`src/rtl/cpu_pkg.sv`:
```
// Shared CPU constants and the prefetch entry type used by the fetch front end.
package cpu_pkg;

    localparam logic [31:0] NOP_INSTR        = 32'h0000_0013;
    localparam logic [31:0] RESET_PC_DEFAULT = 32'h0000_0000;
    localparam int unsigned DEPTH_DEFAULT    = 4;

    typedef struct packed {
        logic [31:0] addr;
        logic [31:0] instr;
    } fetch_entry_t;

    // Sequential fetch step; wraps modulo 2^32.
    function automatic logic [31:0] pc_step(input logic [31:0] pc);
        return pc + 32'd4;
    endfunction

endpackage

```
`src/rtl/ifetch_buffer_if.sv`:
```
// Instruction-memory request/response bus between the fetch buffer and memory.
interface ifetch_buffer_if;
    logic        mem_req;
    logic [31:0] mem_addr;
    logic        mem_gnt;
    logic        mem_rvalid;
    logic [31:0] mem_rdata;

    modport master (
        output mem_req, mem_addr,
        input  mem_gnt, mem_rvalid, mem_rdata
    );

    modport slave (
        input  mem_req, mem_addr,
        output mem_gnt, mem_rvalid, mem_rdata
    );
endinterface

```
`src/rtl/fetch_fifo.sv`:
```
// Circular prefetch store of {addr, instr} entries with flush.
module fetch_fifo
    import cpu_pkg::*;
#(
    parameter int unsigned DEPTH = DEPTH_DEFAULT,
    parameter int unsigned CW    = $clog2(DEPTH + 1)
) (
    input  logic         clk,
    input  logic         reset,
    input  logic         push,
    input  fetch_entry_t push_entry,
    input  logic         pop,
    input  logic         flush,
    output logic [CW-1:0] count,
    output fetch_entry_t head
);

    localparam int unsigned PW = (DEPTH > 1) ? $clog2(DEPTH) : 1;

    fetch_entry_t    mem_q [DEPTH];
    fetch_entry_t    mem_d [DEPTH];
    logic [PW-1:0]   rd_ptr_q, rd_ptr_d;
    logic [PW-1:0]   wr_ptr_q, wr_ptr_d;
    logic [CW-1:0]   count_q, count_d;

    function automatic logic [PW-1:0] ptr_inc(input logic [PW-1:0] p);
        return (p == PW'(DEPTH - 1)) ? '0 : p + PW'(1);
    endfunction

    assign count = count_q;
    assign head  = mem_q[rd_ptr_q];

    // Next-state for storage, pointers and occupancy; flush overrides push/pop.
    always_comb begin
        mem_d    = mem_q;
        rd_ptr_d = rd_ptr_q;
        wr_ptr_d = wr_ptr_q;
        count_d  = count_q;
        if (flush) begin
            rd_ptr_d = '0;
            wr_ptr_d = '0;
            count_d  = '0;
        end else begin
            if (push) begin
                mem_d[wr_ptr_q] = push_entry;
                wr_ptr_d        = ptr_inc(wr_ptr_q);
            end
            if (pop) begin
                rd_ptr_d = ptr_inc(rd_ptr_q);
            end
            count_d = count_q + CW'(push) - CW'(pop);
        end
    end

    // State register with asynchronous active-low reset.
    always_ff @(posedge clk or negedge reset) begin
        if (!reset) begin
            for (int unsigned i = 0; i < DEPTH; i++) begin
                mem_q[i] <= '0;
            end
            rd_ptr_q <= '0;
            wr_ptr_q <= '0;
            count_q  <= '0;
        end else begin
            mem_q    <= mem_d;
            rd_ptr_q <= rd_ptr_d;
            wr_ptr_q <= wr_ptr_d;
            count_q  <= count_d;
        end
    end

endmodule

```
`src/rtl/ifetch_buffer.sv`:
```
// Prefetching instruction fetch buffer: issues sequential reads, buffers in-order
// responses, serves the pipeline PC on a head hit and redirects on a PC mismatch.
module ifetch_buffer
    import cpu_pkg::*;
#(
    parameter int unsigned DEPTH    = DEPTH_DEFAULT,
    parameter logic [31:0] RESET_PC = RESET_PC_DEFAULT
) (
    input  logic                  clk,
    input  logic                  reset,
    input  logic [31:0]           PCF,
    input  logic                  StallF,
    output logic [31:0]           InstrF,
    output logic                  InstrValidF,
    ifetch_buffer_if.master       mem
);

    localparam int unsigned CW = $clog2(DEPTH + 1);

    logic [CW-1:0] inflight_q, inflight_d;
    logic [CW-1:0] discard_q, discard_d;
    logic [31:0]   next_addr_q, next_addr_d;
    logic [31:0]   resp_addr_q, resp_addr_d;

    logic [CW-1:0] count;
    fetch_entry_t  head;
    fetch_entry_t  push_entry;
    logic          push, pop, flush;

    logic [CW:0]   occupancy;
    logic          non_empty, hit, redirect, hold, gnt_fire;
    logic [31:0]   expected_pc;

    fetch_fifo #(
        .DEPTH (DEPTH),
        .CW    (CW)
    ) u_fifo (
        .clk        (clk),
        .reset      (reset),
        .push       (push),
        .push_entry (push_entry),
        .pop        (pop),
        .flush      (flush),
        .count      (count),
        .head       (head)
    );

    // Hit/redirect decisions, issue rule and next-state of the request tracking.
    // Responses still owed to an abandoned stream are dropped before any redirect
    // is re-evaluated; meanwhile issue continues only along the current target.
    always_comb begin
        occupancy   = {1'b0, count} + {1'b0, inflight_q};
        non_empty   = (count != '0);
        expected_pc = non_empty ? head.addr : resp_addr_q;
        hit         = non_empty && (PCF == head.addr);
        redirect    = (discard_q == '0) && (PCF != expected_pc);
        hold        = (discard_q != '0) && (PCF != next_addr_q);

        mem.mem_req  = reset && (occupancy < (CW + 1)'(DEPTH)) && !redirect && !hold;
        mem.mem_addr = next_addr_q;
        gnt_fire     = mem.mem_req && mem.mem_gnt;

        InstrValidF = hit;
        InstrF      = hit ? head.instr : NOP_INSTR;

        push_entry  = '{addr: resp_addr_q, instr: mem.mem_rdata};
        push        = 1'b0;
        pop         = 1'b0;
        flush       = 1'b0;
        next_addr_d = next_addr_q;
        resp_addr_d = resp_addr_q;
        discard_d   = discard_q;
        inflight_d  = inflight_q + CW'(gnt_fire) - CW'(mem.mem_rvalid);

        if (redirect) begin
            flush       = 1'b1;
            next_addr_d = PCF;
            resp_addr_d = PCF;
            discard_d   = inflight_q - CW'(mem.mem_rvalid);
        end else begin
            pop = hit && !StallF;
            if (gnt_fire) begin
                next_addr_d = pc_step(next_addr_q);
            end
            if (mem.mem_rvalid) begin
                if (discard_q != '0) begin
                    discard_d = discard_q - CW'(1);
                end else begin
                    push        = 1'b1;
                    resp_addr_d = pc_step(resp_addr_q);
                end
            end
        end
    end

    // Request-tracking registers with asynchronous active-low reset.
    always_ff @(posedge clk or negedge reset) begin
        if (!reset) begin
            inflight_q  <= '0;
            discard_q   <= '0;
            next_addr_q <= RESET_PC;
            resp_addr_q <= RESET_PC;
        end else begin
            inflight_q  <= inflight_d;
            discard_q   <= discard_d;
            next_addr_q <= next_addr_d;
            resp_addr_q <= resp_addr_d;
        end
    end

endmodule
```
`src/flat_wrapper.sv`:
```
// flat-port wrapper written by rule: the top's interface ports become plain ports
module ifetch_buffer_flat import cpu_pkg::*;
#(
    parameter int unsigned DEPTH    = DEPTH_DEFAULT,
    parameter logic [31:0] RESET_PC = RESET_PC_DEFAULT
)
  (clk, reset, PCF, StallF, InstrF, InstrValidF, mem_mem_req, mem_mem_addr, mem_mem_gnt, mem_mem_rvalid, mem_mem_rdata);
  ifetch_buffer_if mem_i ();
  input  logic clk;
  input  logic reset;
  input  logic [31:0] PCF;
  input  logic StallF;
  output logic [31:0] InstrF;
  output logic InstrValidF;
  output wire logic [$bits(mem_i.mem_req)-1:0] mem_mem_req;
  output wire logic [$bits(mem_i.mem_addr)-1:0] mem_mem_addr;
  input wire logic [$bits(mem_i.mem_gnt)-1:0] mem_mem_gnt;
  input wire logic [$bits(mem_i.mem_rvalid)-1:0] mem_mem_rvalid;
  input wire logic [$bits(mem_i.mem_rdata)-1:0] mem_mem_rdata;
  assign mem_mem_req = mem_i.mem_req;
  assign mem_mem_addr = mem_i.mem_addr;
  assign mem_i.mem_gnt = mem_mem_gnt;
  assign mem_i.mem_rvalid = mem_mem_rvalid;
  assign mem_i.mem_rdata = mem_mem_rdata;
  ifetch_buffer #(.DEPTH(DEPTH), .RESET_PC(RESET_PC)) u_core (.clk(clk), .reset(reset), .PCF(PCF), .StallF(StallF), .InstrF(InstrF), .InstrValidF(InstrValidF), .mem(mem_i));
endmodule
```
`config.mk`:
```
export PLATFORM = sky130hd
export DESIGN_NAME = ifetch_buffer_flat
export DESIGN_NICKNAME = d
export VERILOG_FILES = /design/src/rtl/cpu_pkg.sv /design/src/rtl/ifetch_buffer_if.sv /design/src/rtl/fetch_fifo.sv /design/src/rtl/ifetch_buffer.sv /design/src/flat_wrapper.sv
export SDC_FILE = /design/constraint.sdc
export NUM_CORES = 1
export LEC_CHECK = 0
export CAP_MARGIN = 25
export CORE_AREA = 3 3 186 188
export CTS_CLUSTER_SIZE = 14
export DETAILED_ROUTE_END_ITERATION = 6
export DIE_AREA = 0 0 189 191
export PLACE_DENSITY_LB_ADDON = 0.1
export SLEW_MARGIN = 25
export SYNTH_ARGS = -nofsm -noshare
export SYNTH_HDL_FRONTEND = slang
export SYNTH_SLANG_ARGS = --single-unit
```
`constraint.sdc`:
```
create_clock -name clk -period 4.01 [get_ports clk]
set_input_delay 0.802 -clock clk [delete_from_list [all_inputs] [get_ports clk]]
set_output_delay 0.802 -clock clk [all_outputs]
set_load 0.03 [all_outputs]
```
# After elaboration in Yosys (flattened, before gate mapping)
# Cells that the tools add are included.
dict set report word_totals {
  regBits 333
  input_bits 69
  out_inout_bits 66
  word_cells 90
}
dict set report classes {
  addsub 11
  magnitude_cmp 4
  eq_ne 6
  muxes 28
  bitwise 3
  n_reduce_logical 23
}
# cell count
set ops {}
lappend ops {{bitwise mux 256 bit} 1}
lappend ops {{two-way mux 32 bit} 7}
lappend ops {{two-way mux 64 bit} 3}
lappend ops {{binary-select mux 64 bit (select 2 bit)} 1}
lappend ops {{demux 64 bit (select 2 bit)} 1}
lappend ops {{adder 32 x 3 -> 32 bit, second input constant} 2}
lappend ops {{inequality test 32 bit} 2}
lappend ops {{== test 32 bit} 1}
lappend ops {{two-way mux 2 bit} 6}
lappend ops {{two-way mux 3 bit} 4}
lappend ops {{nonzero test 2 bit} 5}
lappend ops {{logical AND 1 bit} 9}
lappend ops {{subtractor 3 x 1 -> 3 bit} 3}
lappend ops {{adder 3 x 1 -> 3 bit} 2}
lappend ops {{greater-or-equal comparator 3 bit, second input constant} 2}
lappend ops {{NOT 2 -> 3 bit} 2}
lappend ops {{AND reduction 2 bit} 3}
lappend ops {{nonzero test 3 bit} 2}
lappend ops {{two-way mux 1 bit} 5}
lappend ops {{adder 2 x 1 -> 2 bit, second input constant} 2}
lappend ops {{adder 3 x 3 -> 4 bit} 1}
lappend ops {{== test 2 bit, second input constant} 2}
lappend ops {{less-than comparator 4 x 3 -> 1 bit, second input constant} 1}
lappend ops {{zero test 1 bit} 3}
lappend ops {{other kinds (5)} 5}

# Longest topological paths before layout
dict set report logic_depth {
  word_depth 13
  mapped_depth 20
  mapped_depth_nobuf 16
}

# Hierarchy
# A second synthesis with hierarchy kept.
dict set report unflattened {
  hier_cells 1329
  area_unflattened_um2 17943.5
}
# mod instances cells_each area_each_um2 seq_area_each_um2
set by_module_without_submodules {}
lappend by_module_without_submodules {fetch_fifo 1 658 12384.4 6581.3}
lappend by_module_without_submodules {ifetch_buffer 1 671 5559.1 1751.7}

# Worst setup path after synthesis
# OpenSTA, ideal clock, no wires.
dict set report synth_path {
  path_type {in2reg}
  from {input port PCF[31]}
  to {register u_core.u_fifo.count_q[2], in the netlist u_core.u_fifo.count[2]}
  setup_ns 0.132
  t_arrival_ns 3.781
  required_time_ns 3.878
  path_slack_ns 0.097
  cell_stages 18
  n_path_buf 3
  path_cell_list {clkbuf_1 > xor2_1 > a2111oi_0 > o211ai_1 > nor3_1 > o2111a_1 > and2_4 > buf_8 > clkbuf_1 > nand2_1 > ha_1 > inv_1 > ha_1 > inv_1 > fa_1 > xor2_1 > xnor2_1 > nor2_1}
}
dict set report synth_via {
  elab_chain_len 6
  elab_cells_between_ends 11
  cone_classes {2 x add/sub; 2 x eq/ne; 4 x mux; 3 x reduce/logical}
}
# item line_no
set synth_lines {}
lappend synth_lines {{start: declaration} flat_wrapper.sv:11} ;# input logic [31:0] PCF;
lappend synth_lines {{inequality test 32 bit / == test 32 bit (equally long branches)} {ifetch_buffer.sv:56, ifetch_buffer.sv:55}}
lappend synth_lines {{logical AND 1 bit, on equally long branches} {ifetch_buffer.sv:56, ifetch_buffer.sv:55}}
lappend synth_lines {{two-way mux 1 bit / logical AND 1 bit (equally long branches)} {ifetch_buffer.sv:75, ifetch_buffer.sv:81}}
lappend synth_lines {{adder 3 x 1 -> 3 bit / two-way mux 1 bit (equally long branches)} {fetch_fifo.sv:51, ifetch_buffer.sv:75}}
lappend synth_lines {{subtractor 3 x 1 -> 3 bit} fetch_fifo.sv:51} ;# count_d = count_q + CW'(push) - CW'(pop);
lappend synth_lines {{two-way mux 3 bit (*)} fetch_fifo.sv:39} ;# if (flush) begin
lappend synth_lines {{via u_core.u_fifo.count_d[2]} fetch_fifo.sv:24} ;# logic [CW-1:0] count_q, count_d;
lappend synth_lines {{end signal: assignment} fetch_fifo.sv:68} ;# count_q <= count_d;
lappend synth_lines {{end: declaration} fetch_fifo.sv:24}
# The timed path passes the listed nets; every way through them passes the cells marked *.
# A chain may end at the register's enable or synchronous reset.

# Final worst setup path
dict set report layout_path {
  from {register u_core.u_fifo.rd_ptr_q[0]}
  to {output port InstrF[18]}
}
dict set report layout_via {
  elab_chain_len 7
}
# item line_no
set layout_lines {}
lappend layout_lines {{start: declaration} fetch_fifo.sv:22} ;# logic [PW-1:0] rd_ptr_q, rd_ptr_d;
lappend layout_lines {{start signal: assignment} fetch_fifo.sv:66} ;# rd_ptr_q <= rd_ptr_d;
lappend layout_lines {{NOT 2 -> 3 bit (implied by the code) (*)} fetch_fifo.sv:31} ;# assign head = mem_q[rd_ptr_q];
lappend layout_lines {{binary-select mux 64 bit (select 2 bit) (*)} fetch_fifo.sv:31}
lappend layout_lines {{two-way mux 64 bit (implied by the code) (*) (2 in a row)} fetch_fifo.sv:31}
lappend layout_lines {{== test 32 bit} ifetch_buffer.sv:55} ;# hit = non_empty && (PCF == head.addr);
lappend layout_lines {{logical AND 1 bit} ifetch_buffer.sv:55}
lappend layout_lines {{two-way mux 32 bit (*)} ifetch_buffer.sv:64} ;# InstrF = hit ? head.instr : NOP_INSTR;
lappend layout_lines {{end: declaration} flat_wrapper.sv:13} ;# output logic [31:0] InstrF;
# Every way passes the cells marked *; elsewhere a longest branch is shown, timed or not. The select of a mux whose other input is x is not followed.

==> results.toml <==
[detailed_routing]
drt_iter0_drc = 758
vias_per_cell = 5.80
drc = 0
dr_wl_met3_mm = 2.87
drtAntennaViolNets = 0
routed_wl_mm = 47.3
routed.top_layer = "met4"
wl_per_cell_um = 22.8
m1WireLength_mm = 21.3
num_vias = 12017
wl_met2_mm = 21.7
first_pass_iters = 5

[finish]
stdcell_count = 2072
syn2layout_area_growth_pct = 24.1
diodes = 0
fin_nets = 1686
drive_gt1_share_pct = 39.0
fillers = 2475
finish.instance_area_sq_um = 22200

[timing]
max_slew_margin_pct = 31.9
rsz0062_at_grt = "true"
period_needed_ns = 4.43
fin_crit_sh_pct = 110
tightest_slew_ns = 1.02
worst_hold_slack_ns = 0.345
timing.final.max_slew_violations = 0
hold_viol = 0
fin_worst_skew_ns = 0.0135
fin_ws_ns = -0.417
fmax_mhz = 226
setup_viol = 36
tns_ns = -11.98

[critical_path]
cp_data_arrival_time_ns = 3.62
cpMostUsedCell = "buf_6"
cp-end-kind = "output port"
r2r_cells = 19
critPathSlowestCell = "dfrtp_4"
r2r-start = "u_core.u_fifo.rd_ptr_q[0]"
r2r_end = "u_core.u_fifo.count[2]"
worstPathMaxFanout = 5
critPathKind = "reg -> out"
critPathLaunchType = "flop"
crit_required_ns = 3.21
critPathMaxStageDelay_ns = 0.51
r2r_slack_ns = -0.25
crit_chain = "buf_6, buf_6, mux4_2, xnor2_2, nand4_1, nor2_2, nand4_1, buf_6, or3b_4, clkbuf_16, nor2b_4, buf_6"

[synth]
synth_fp_nets = 1473
synth.yosys.seq_area_share_pct = 46.6
avgSynthCellArea_sq_um = 12.9
yosys_most_used_dff = "dfrtp_1"
syn_inst = 1385
synth_edf_count = 0
synthArstFlopShare_pct = 100
ys_warn_count = 0
ys_seq_elements = 333
syn_area_sq_um = 17900
yosysUniqueCellTypes = 65

[floorplan]
io_pins = 135
die_area_sq_um = 36100
row_count = 67
initial_core_util_pct = 53.7
coreArea_sq_um = 33300
fp.dieW_um = 189
die_y_um = 191

[grt]
antenna_found_initial = 0
overflow = 0
grt_max_degree = 165
grt_pass1_wl_mm = 72.8
grt_pass1_vias = 12314
track_usage_pct = 25.9

[cts]
cts_tree = "built"
clk_latency_ns = 0.53
cts.sinks = 333
clock_path_buffers = 3
cts_made_buffers = 38
cts_hold_buf = 0
cts_root_buf = "clkbuf_16"
ctsHtreeMaxLevel = 2
path_clk_slew_ns = 0.06

[run_status]
violations = "setup timing"
status = "finished, violations left"

[run]
cap_violations = 0

[placed_design]
pre_cts_ws_ns = -0.783
place_area_sq_um = 20300
portBuffers = 134
routabilityCongestion = 0.918
dp_hpwl_mm = 32.3
numPlacedInstances = 1991

[hold_path]
hold_class = "in -> async"

[pwr]
max-vdd-ir-drop_mv = 0.364
powerDensity_nw_per_um2 = 466
leakage_nw = 9.83
## cell type report
| cell class | count | area [sq um] | share of cell area [%] |
|---|---|---|---|
| clock buffers | 53 | 1100 | 4.95 |
| well taps | 448 | 561 | 2.53 |
| repair buffers | 290 | 2910 | 13.1 |
| flip-flops and latches | 333 | 8340 | 37.6 |
| clock inverters | 13 | 188 | 0.846 |
| multi-input cells | 905 | 8980 | 40.5 |
| inverters | 30 | 113 | 0.508 |
## placed cells by master, fill, tap and decap left out, types with 12 or more instances in the layout
cell type        count
mux2_4             120
xor2_1              72
a21oi_1             14
nand2_1             84
mux4_2              53
o21ai_0             45
buf_12              23
dfrtp_1            331
ha_1                17
buf_4              129
or3_1               14
nor2b_4             20
nor2b_1             12
nand3_1             28
nor3_1              22
mux2i_1             21
and3_1              15
nand4_1             27
inv_1               29
xnor2_1             56
mux2_2             143
clkbuf_16           41
nor2_1              20
buf_6               32
nor4_1              15
clkdlybuf4s50_1     99
## worst max-delay path, delay by kind of cell (launching register included)
kind	cells	cell delay, ns
muxes	1	0.46
buffers and inverters	5	0.78
and+or+nand+nor	5	1.12
xor gates and xnor gates	1	0.19
DFF	1	0.51
## through the flow
step	total power (W)	utilization, %
4_1_cts	0.0104	65.4
5_1_grt	0.0108	66.7
2_1_floorplan	0.00569	-
3_3_place_gp	0.00672	60.9
6_report	0.0103	66.7
3_5_place_dp	0.00677	60.9
## how the worst max path moves through the flow
| stage | end | depth (start not counted) | from | slack, ns |
|---|---|---|---|---|
| floorplan | u_core.u_fifo.count[2] | 18 | PCF[31] | 0.1 |
| global route | InstrF[18] | 12 | u_core.u_fifo.rd_ptr_q[0] | -0.51 |
| CTS | InstrF[19] | 12 | u_core.u_fifo.rd_ptr_q[0] | -0.38 |
| detailed placement | u_core.u_fifo.count[2] | 17 | PCF[22] | -0.78 |
| global placement | u_core.u_fifo.count[2] | 17 | PCF[14] | -0.77 |
| finish | InstrF[18] | 12 | u_core.u_fifo.rd_ptr_q[0] | -0.42 |
## synth_stat cells (2+ instances only)
library cell | number | share of area, %
a21oi_1 | 16 | 0.45
a221o_1 | 9 | 0.50
a22oi_1 | 5 | 0.21
a31oi_1 | 6 | 0.21
a32o_1 | 2 | 0.11
and2_1 | 10 | 0.35
and3_1 | 18 | 0.63
and3_4 | 2 | 0.13
buf_1 | 2 | 0.042
buf_12 | 15 | 1.7
buf_2 | 9 | 0.25
buf_4 | 17 | 0.71
clkbuf_1 | 72 | 1.5
dfrtp_1 | 333 | 47
fa_1 | 2 | 0.22
ha_1 | 17 | 1.2
inv_1 | 30 | 0.63
mux2_2 | 143 | 9.0
mux2_4 | 120 | 10
mux2i_1 | 28 | 1.6
mux4_1 | 5 | 0.73
mux4_2 | 49 | 6.2
nand2_1 | 84 | 1.8
nand2b_1 | 2 | 0.070
nand3_1 | 28 | 0.78
nand4_1 | 27 | 0.94
nand4b_1 | 2 | 0.098
nor2_1 | 22 | 0.46
nor2b_1 | 33 | 1.2
nor3_1 | 25 | 0.70
nor4_1 | 15 | 0.52
o211ai_1 | 6 | 0.25
o21ai_0 | 45 | 1.3
o21ai_1 | 2 | 0.056
o221a_2 | 6 | 0.38
or2_2 | 3 | 0.10
or3_1 | 14 | 0.49
or3b_2 | 2 | 0.098
xnor2_1 | 62 | 3.0
xor2_1 | 72 | 3.5
## sequential cells by signal, summed over array words and instances, names as in the netlist
name	flops
u_core.inflight_q	3
u_core.resp_addr_q	32
u_core.u_fifo.wr_ptr_q	2
u_core.u_fifo.rd_ptr_q	2
u_core.mem.mem_addr	32
u_core.discard_q	3
u_core.u_fifo.count	3
u_core.u_fifo.mem_q	256
## logic make-up (layout without fill, tap and decap cells)
logic type | after synthesis | after routing | share of synthesized area [%]
muxes | 345 | 345 | 27.6
DFF | 333 | 333 | 46.6
and+or+nand+nor | 295 | 296 | 8.69
buffers and inverters | 148 | 386 | 5.00
xor gates and xnor gates | 134 | 134 | 6.56
AOI/OAI and AO/OA | 111 | 111 | 4.16
adders and majority gates | 19 | 19 | 1.41
## layer usage
| layer | vias to the layer above | GRT usage (%) |
|---|---|---|
| met2 | 416 | 40.8 |
| met4 | 0 | 7.22 |
| li1 | 5360 | - |
| met3 | 81 | 4.11 |
| met5 | - | 0 |
| met1 | 6160 | 37.5 |
## power by group
part	total, W	internal [W]	switching, W
clock network	0.00358	0.00218	0.00140
logic	0.00228	0.00104	0.00124
registers	0.00448	0.00371	0.000774
total	0.0103	0.00693	0.00341
## what timing repair did
action | CTS | global route
endpoints found under the setup margin | 37 | 37
setup buffers | 6 | 9
pin swaps | 10 | 19
resized for setup | 69 | 73
cloned | 0 | 4
hold endpoints to repair | 0 | 0
Note: power is estimated with default switching activity, not from simulation.
